==> src/rtl/counter_step_scheduler.sv <==
// Round-robin scheduler sharing one up/down counter among NREQ multi-step commands.
// Build option: define COUNTER_SAT_EN to make the counter saturate instead of wrapping.
module counter_step_scheduler #(
  parameter int NREQ  = 4,
  parameter int WIDTH = 32,
  parameter int STEPW = 8
) (
  input  logic                    clock,
  input  logic                    reset,
  input  logic [NREQ-1:0]         req,
  input  logic [NREQ-1:0]         dir,
  input  logic [NREQ*STEPW-1:0]   steps,
  output logic [NREQ-1:0]         gnt,
  output logic [NREQ-1:0]         done,
  output logic                    busy,
  output logic [WIDTH-1:0]        value
);

  localparam int PTRW = (NREQ > 1) ? $clog2(NREQ) : 1;

  localparam logic [PTRW-1:0]  PTR_ZERO  = {PTRW{1'b0}};
  localparam logic [PTRW-1:0]  PTR_ONE   = {{(PTRW-1){1'b0}}, 1'b1};
  localparam logic [PTRW-1:0]  PTR_LAST  = PTRW'(NREQ - 1);
  localparam logic [STEPW-1:0] STEP_ZERO = {STEPW{1'b0}};
  localparam logic [STEPW-1:0] STEP_ONE  = {{(STEPW-1){1'b0}}, 1'b1};
  localparam logic [WIDTH-1:0] VAL_ZERO  = {WIDTH{1'b0}};
  localparam logic [WIDTH-1:0] VAL_ONE   = {{(WIDTH-1){1'b0}}, 1'b1};
  localparam logic [WIDTH-1:0] VAL_MAX   = {WIDTH{1'b1}};
  localparam logic [NREQ-1:0]  REQ_ZERO  = {NREQ{1'b0}};
  localparam logic [NREQ-1:0]  REQ_ONE   = {{(NREQ-1){1'b0}}, 1'b1};

  typedef enum logic [1:0] {
    IDLE = 2'd0,
    RUN  = 2'd1,
    DONE = 2'd2
  } state_e;

  // One counter step; the saturating build clamps at both ends.
  function automatic logic [WIDTH-1:0] step_value(input logic [WIDTH-1:0] v, input logic down);
    logic [WIDTH-1:0] r;
`ifdef COUNTER_SAT_EN
    if (down) begin
      r = (v == VAL_ZERO) ? v : v - VAL_ONE;
    end else begin
      r = (v == VAL_MAX) ? v : v + VAL_ONE;
    end
`else
    r = down ? (v - VAL_ONE) : (v + VAL_ONE);
`endif
    return r;
  endfunction

  state_e            state_r, state_s;
  logic [PTRW-1:0]   ptr_r, ptr_s;
  logic [PTRW-1:0]   idx_r, idx_s;
  logic              dir_r, dir_s;
  logic [STEPW-1:0]  remaining_r, remaining_s;
  logic [WIDTH-1:0]  value_r, value_s;
  logic [NREQ-1:0]   gnt_r, gnt_s;
  logic [NREQ-1:0]   done_r, done_s;
  logic              busy_r, busy_s;

  logic              sel_found_s;
  logic [PTRW-1:0]   sel_idx_s;
  logic [PTRW-1:0]   cand_s;
  int                cand_sum_s;
  logic              sel_dir_s;
  logic [STEPW-1:0]  sel_steps_s;
  logic [NREQ-1:0]   sel_onehot_s;

  // Round-robin pick: first asserted request scanning upward from ptr, wrapping at NREQ.
  always_comb begin
    sel_found_s = 1'b0;
    sel_idx_s   = PTR_ZERO;
    cand_s      = PTR_ZERO;
    cand_sum_s  = 0;
    for (int k = 0; k < NREQ; k++) begin
      cand_sum_s = int'(ptr_r) + k;
      if (cand_sum_s >= NREQ) begin
        cand_sum_s = cand_sum_s - NREQ;
      end else begin
        cand_sum_s = cand_sum_s;
      end
      cand_s = PTRW'(cand_sum_s);
      if (!sel_found_s && req[cand_s]) begin
        sel_found_s = 1'b1;
        sel_idx_s   = cand_s;
      end else begin
        sel_found_s = sel_found_s;
      end
    end
  end

  // Fetch the winner's command fields with constant indices.
  always_comb begin
    sel_dir_s   = 1'b0;
    sel_steps_s = STEP_ZERO;
    for (int k = 0; k < NREQ; k++) begin
      if (sel_idx_s == PTRW'(k)) begin
        sel_dir_s   = dir[k];
        sel_steps_s = steps[k*STEPW +: STEPW];
      end else begin
        sel_dir_s   = sel_dir_s;
      end
    end
    sel_onehot_s = REQ_ONE << sel_idx_s;
  end

  // Next-state and next-output logic.
  always_comb begin
    state_s     = state_r;
    ptr_s       = ptr_r;
    idx_s       = idx_r;
    dir_s       = dir_r;
    remaining_s = remaining_r;
    value_s     = value_r;
    gnt_s       = gnt_r;
    case (state_r)
      IDLE: begin
        if (sel_found_s) begin
          idx_s       = sel_idx_s;
          dir_s       = sel_dir_s;
          remaining_s = sel_steps_s;
          gnt_s       = sel_onehot_s;
          state_s     = (sel_steps_s != STEP_ZERO) ? RUN : DONE;
        end else begin
          state_s     = IDLE;
        end
      end
      RUN: begin
        value_s     = step_value(value_r, dir_r);
        remaining_s = remaining_r - STEP_ONE;
        if (remaining_r == STEP_ONE) begin
          state_s = DONE;
        end else begin
          state_s = RUN;
        end
      end
      DONE: begin
        gnt_s   = REQ_ZERO;
        state_s = IDLE;
        ptr_s   = (idx_r == PTR_LAST) ? PTR_ZERO : (idx_r + PTR_ONE);
      end
      default: begin
        gnt_s   = REQ_ZERO;
        state_s = IDLE;
      end
    endcase
    // done and busy are registered alongside the state they describe.
    done_s = (state_s == DONE) ? gnt_s : REQ_ZERO;
    busy_s = (state_s != IDLE);
  end

  // State and output registers; reset aborts any command in flight.
  always_ff @(posedge clock) begin
    if (reset) begin
      state_r     <= IDLE;
      ptr_r       <= PTR_ZERO;
      idx_r       <= PTR_ZERO;
      dir_r       <= 1'b0;
      remaining_r <= STEP_ZERO;
      value_r     <= VAL_ZERO;
      gnt_r       <= REQ_ZERO;
      done_r      <= REQ_ZERO;
      busy_r      <= 1'b0;
    end else begin
      state_r     <= state_s;
      ptr_r       <= ptr_s;
      idx_r       <= idx_s;
      dir_r       <= dir_s;
      remaining_r <= remaining_s;
      value_r     <= value_s;
      gnt_r       <= gnt_s;
      done_r      <= done_s;
      busy_r      <= busy_s;
    end
  end

  assign gnt   = gnt_r;
  assign done  = done_r;
  assign busy  = busy_r;
  assign value = value_r;

endmodule

==> config.mk <==
export PLATFORM = sky130hd
export DESIGN_NAME = counter_step_scheduler
export DESIGN_NICKNAME = d
export VERILOG_FILES = /design/src/rtl/counter_step_scheduler.sv
export SDC_FILE = /design/constraint.sdc
export NUM_CORES = 1
export LEC_CHECK = 0
export ABC_AREA = 1
export BUFFER_PORTS_ARGS = -buffer_cell sky130_fd_sc_hd__buf_2
export CORE_UTILIZATION = 55
export CTS_CLUSTER_DIAMETER = 80
export CTS_CLUSTER_SIZE = 8
export DETAILED_ROUTE_END_ITERATION = 10
export PLACE_DENSITY = 0.79
export RECOVER_POWER = 25
export SYNTH_ARGS = -nofsm -noshare
export SYNTH_HDL_FRONTEND = slang
export SYNTH_SLANG_ARGS = --single-unit
==> constraint.sdc <==
create_clock -name clock -period 7.67 [get_ports clock]
set_clock_uncertainty 0.1 [all_clocks]
set_input_delay 1.534 -clock clock [delete_from_list [all_inputs] [get_ports clock]]
set_output_delay 1.534 -clock clock [all_outputs]
set_load 0.005 [all_outputs]
==> key figures <==
Status
  – Status: finished clean

GRT
  – Global route total overflow: 0
  – GR peak layer: met2
  – All-Layer GR Usage: 29.0%
  – Vias in the first global route: 4648
  – GR Util met3: 3.09%
  – M1 GR Usage: 36.2%
  – Met2 usage in global routing: 52.5%
  – Initial antenna violation count: 0
  – Largest net degree at the start of global routing: 55
  – First-pass GRT wire length: 20500 um

STA
  – RSZ-0062 raised after global routing: no
  – Headroom to the max-slew limit: 35.6%
  – Final Hold Vio Count: 0
  – F_max: 0.282 GHz
  – Setup violations, final: 0
  – Max-slew violations: 0
  – Fin crit period: 3.54 ns
  – Setup TNS Final: 0 ns
  – Fin crit share: 46.2%
  – Worst slew pin tran: 0.965 ns

Worst setup path
  – Critical path's most frequent cell: nand2_2
  – Slowest cell on the critical path: nand2_2
  – CP Cell Sequence: buf_2 -> inv_1 -> nand2_2 -> nand3_1 -> nand2_2 -> nor2_4 -> nand4_1 -> nand2_2 -> inv_2 -> nand2_2 -> nor2_1 -> nor2_1 -> nand2_1 -> nor2_1 -> nand3_1 -> nand2_2 -> nand2_4 -> nor2_2
  – Crit path DAT: 3.69 ns
  – Critical path buffers and inverters: 3
  – R2r setup slk: 4.17 ns
  – Worst r2r src: dir_r
  – Crit path max fanout: 22
  – Startpoint class of the critical path: input pin
  – Worst reg2reg path depth: 15
  – Crit path capture type: flip-flop
  – Setup CP Type: in2reg
  – Max incr delay on CP: 0.35 ns
  – CP top delay family: simple AND/OR/NAND/NOR gates
  – FF-to-FF End: value[26]
  – Critical path required time: 7.82 ns

Synth
  – Sequential fraction of the synthesis area: 24.4%
  – Post-synth net total: 804
  – Synth warnings: 0
  – Post-Syn Area: 4590 um2
  – Average size of a mapped cell: 6.31 um2
  – Most used DFF post-synth: dfxtp_1
  – Synth Instances: 728
  – Async SR Flop Fraction: 0%
  – #FFs+latches synth: 56
  – Post-synth top area share: 24.4%
  – Distinct cells, synth: 41
  – Area contributors post-synth: dfxtp_1 24%, nand2_1 11%, ha_1 9.0%
  – Post-synth EDFFs: 0
  – Synth area leader: dfxtp_1

Clocking
  – Postcts setup bufs: 0
  – Clk root buf: clkbuf_8
  – # hold bufs at CTS: 0
  – TritonCTS clock tree: built
  – Total CTS buffers: 5
  – Cts repair resizes: 0
  – H-tree levels: 2
  – Clk_lat worst skew: 0.31 ns
  – Max Buffers Root-to-Sink: 2
  – Worst-path clk slew: 0.10 ns
  – Clk sinks: 56

Die
  – Die H: 93.4 um
  – Die area: 8720 um2
  – Width of the die: 93.4 um
  – Core area: 7890 um2
  – Initial Utilization: 58.2%
  – Num rows: 32
  – # IOs: 83

Power and ir drop
  – Final Total Pwr: 1.20 mW
  – P_leak: 2.83 nW
  – Power per Cell Area: 233 nW/um2
  – Max VDD drop: 0.000137 V

Route
  – DRT Pass-1 Iters: 5
  – Initial DRC count: 188
  – Final WL: 12300 um
  – Residual DRC count: 0
  – DR WL/cell: 13.6 um
  – Vias/cell: 5.47
  – Routed via count: 4938
  – Routed Antenna Nets: 0

Placed design
  – Dpl hpwl: 9390 um
  – RePlAce Congestion: 0.922
  – I/O Buffers: 82

Min path
  – Worst hold start: state_r[0]
  – Worst Hold Class: reg2reg
  – Hold-critical path depth: 2
  – Min-Delay Endpoint: state_r[0]

Finish
  – Fin nets: 877
  – Commonest non-fill, non-tap cell in the layout: nand2_1
  – Util after Layout: 65.5%
  – Layout cells sized above 1: 15.2%
  – Layout area overhead: 12.6%
  – Most frequent cells in the layout: 139 x nand2_1, 105 x nor2_1, 98 x inv_1, 76 x buf_2, 60 x o21ai_0
  – Ant. Diodes: 0
  – # fillers: 768

Job
  – Max-cap violation count: 0
==> through the flow <==
| stage | cells | setup WS, ns | cell area (um2) | hold slack [ns] |
|---|---|---|---|---|
| 6_report | 903 | 4.13 | 5170 | 0.407 |
| 4_1_cts | 903 | 4.16 | 5180 | 0.409 |
| 3_3_place_gp | 896 | 3.95 | 5050 | 0.379 |
| 2_1_floorplan | 728 | 4.43 | 4590 | 0.353 |
| 5_1_grt | 903 | 3.82 | 5170 | 0.431 |
| 3_5_place_dp | 896 | 3.84 | 5050 | 0.393 |
==> per-layer routing <==
layer	vias to the layer above	part of all wire (%)
met4	0	1.7
met2	156	48
met1	2225	46
met3	17	4.9
li1	2540	-
met5	-	0
==> worst register-to-register path, delay by kind of cell (launching register included) <==
kind	cells	cell delay, ns
AOI/OAI and AO/OA	4	1.01
buffers and inverters	4	0.69
DFF	1	0.67
adders and majority gates	1	0.43
and+or+nand+nor	5	0.41
xor gates and xnor gates	1	0.15
==> cells in the mapped netlist, types with 3 or more instances <==
library cell    n
ha_1           33
a21oi_1        49
nand4_1        12
a21o_1          3
nor2_2         10
inv_2           5
clkbuf_1       13
o21bai_1        3
nor2_1        106
xor2_1         17
a22oi_1         3
nand2_2        11
nor4_1          3
a221oi_1        3
buf_6           5
dfxtp_1        56
nor3_1          6
a31oi_1         6
o211ai_1       10
inv_1          98
nand2_1       139
nand3_1        47
o21ai_0        60
or2_2           4
xnor2_1         5
==> cells by family (layout without fill, tap and decap cells) <==
family / after synthesis / in the layout / share of synthesized area [%]
XOR/XNOR: 22 / 22 / 4.19
AO/OA/AOI/OAI: 150 / 150 / 18.6
adder cells (fa/ha/maj): 34 / 34 / 9.43
flip-flops: 56 / 56 / 24.4
AND/OR/NAND/NOR: 345 / 345 / 32.7
buffers and inverters: 121 / 194 / 10.7
==> sequential cells by signal, indices dropped and copies added, names as in the netlist <==
name         count
dir_r            1
busy             1
done             4
ptr_r            2
idx_r            2
gnt              4
value           32
state_r          2
remaining_r      8
==> worst max-delay path by stage <==
stage / cells past startpoint / startpoint / slack (ns) / endpoint
floorplan: 18 / req[3] / 4.43 / done[1]
global placement: 18 / req[1] / 3.95 / done[2]
detailed placement: 18 / req[3] / 3.84 / done[2]
CTS: 18 / req[3] / 4.16 / done[2]
global route: 15 / dir_r / 3.82 / value[26]
finish: 18 / req[3] / 4.13 / done[2]
==> cell type report <==
cell class                      instances  area (um2)  area share [%]
Timing Repair Buffer                   84         418            8.08
Multi-Input combinational cell        551        2990            57.8
Inverter                              103         387            7.48
Clock inverter                          2        60.1            1.16
Tap cell                              102         128            2.47
Clock buffer                            5        68.8            1.33
Sequential cell                        56        1120            21.7
==> power breakdown <==
part | switching (mW) | total, mW | internal (mW)
clock network | 0.0997 | 0.228 | 0.129
logic | 0.369 | 0.585 | 0.216
registers | 0.0479 | 0.390 | 0.342
total | 0.517 | 1.20 | 0.687
No activity file was read; power rests on OpenSTA's default activity.
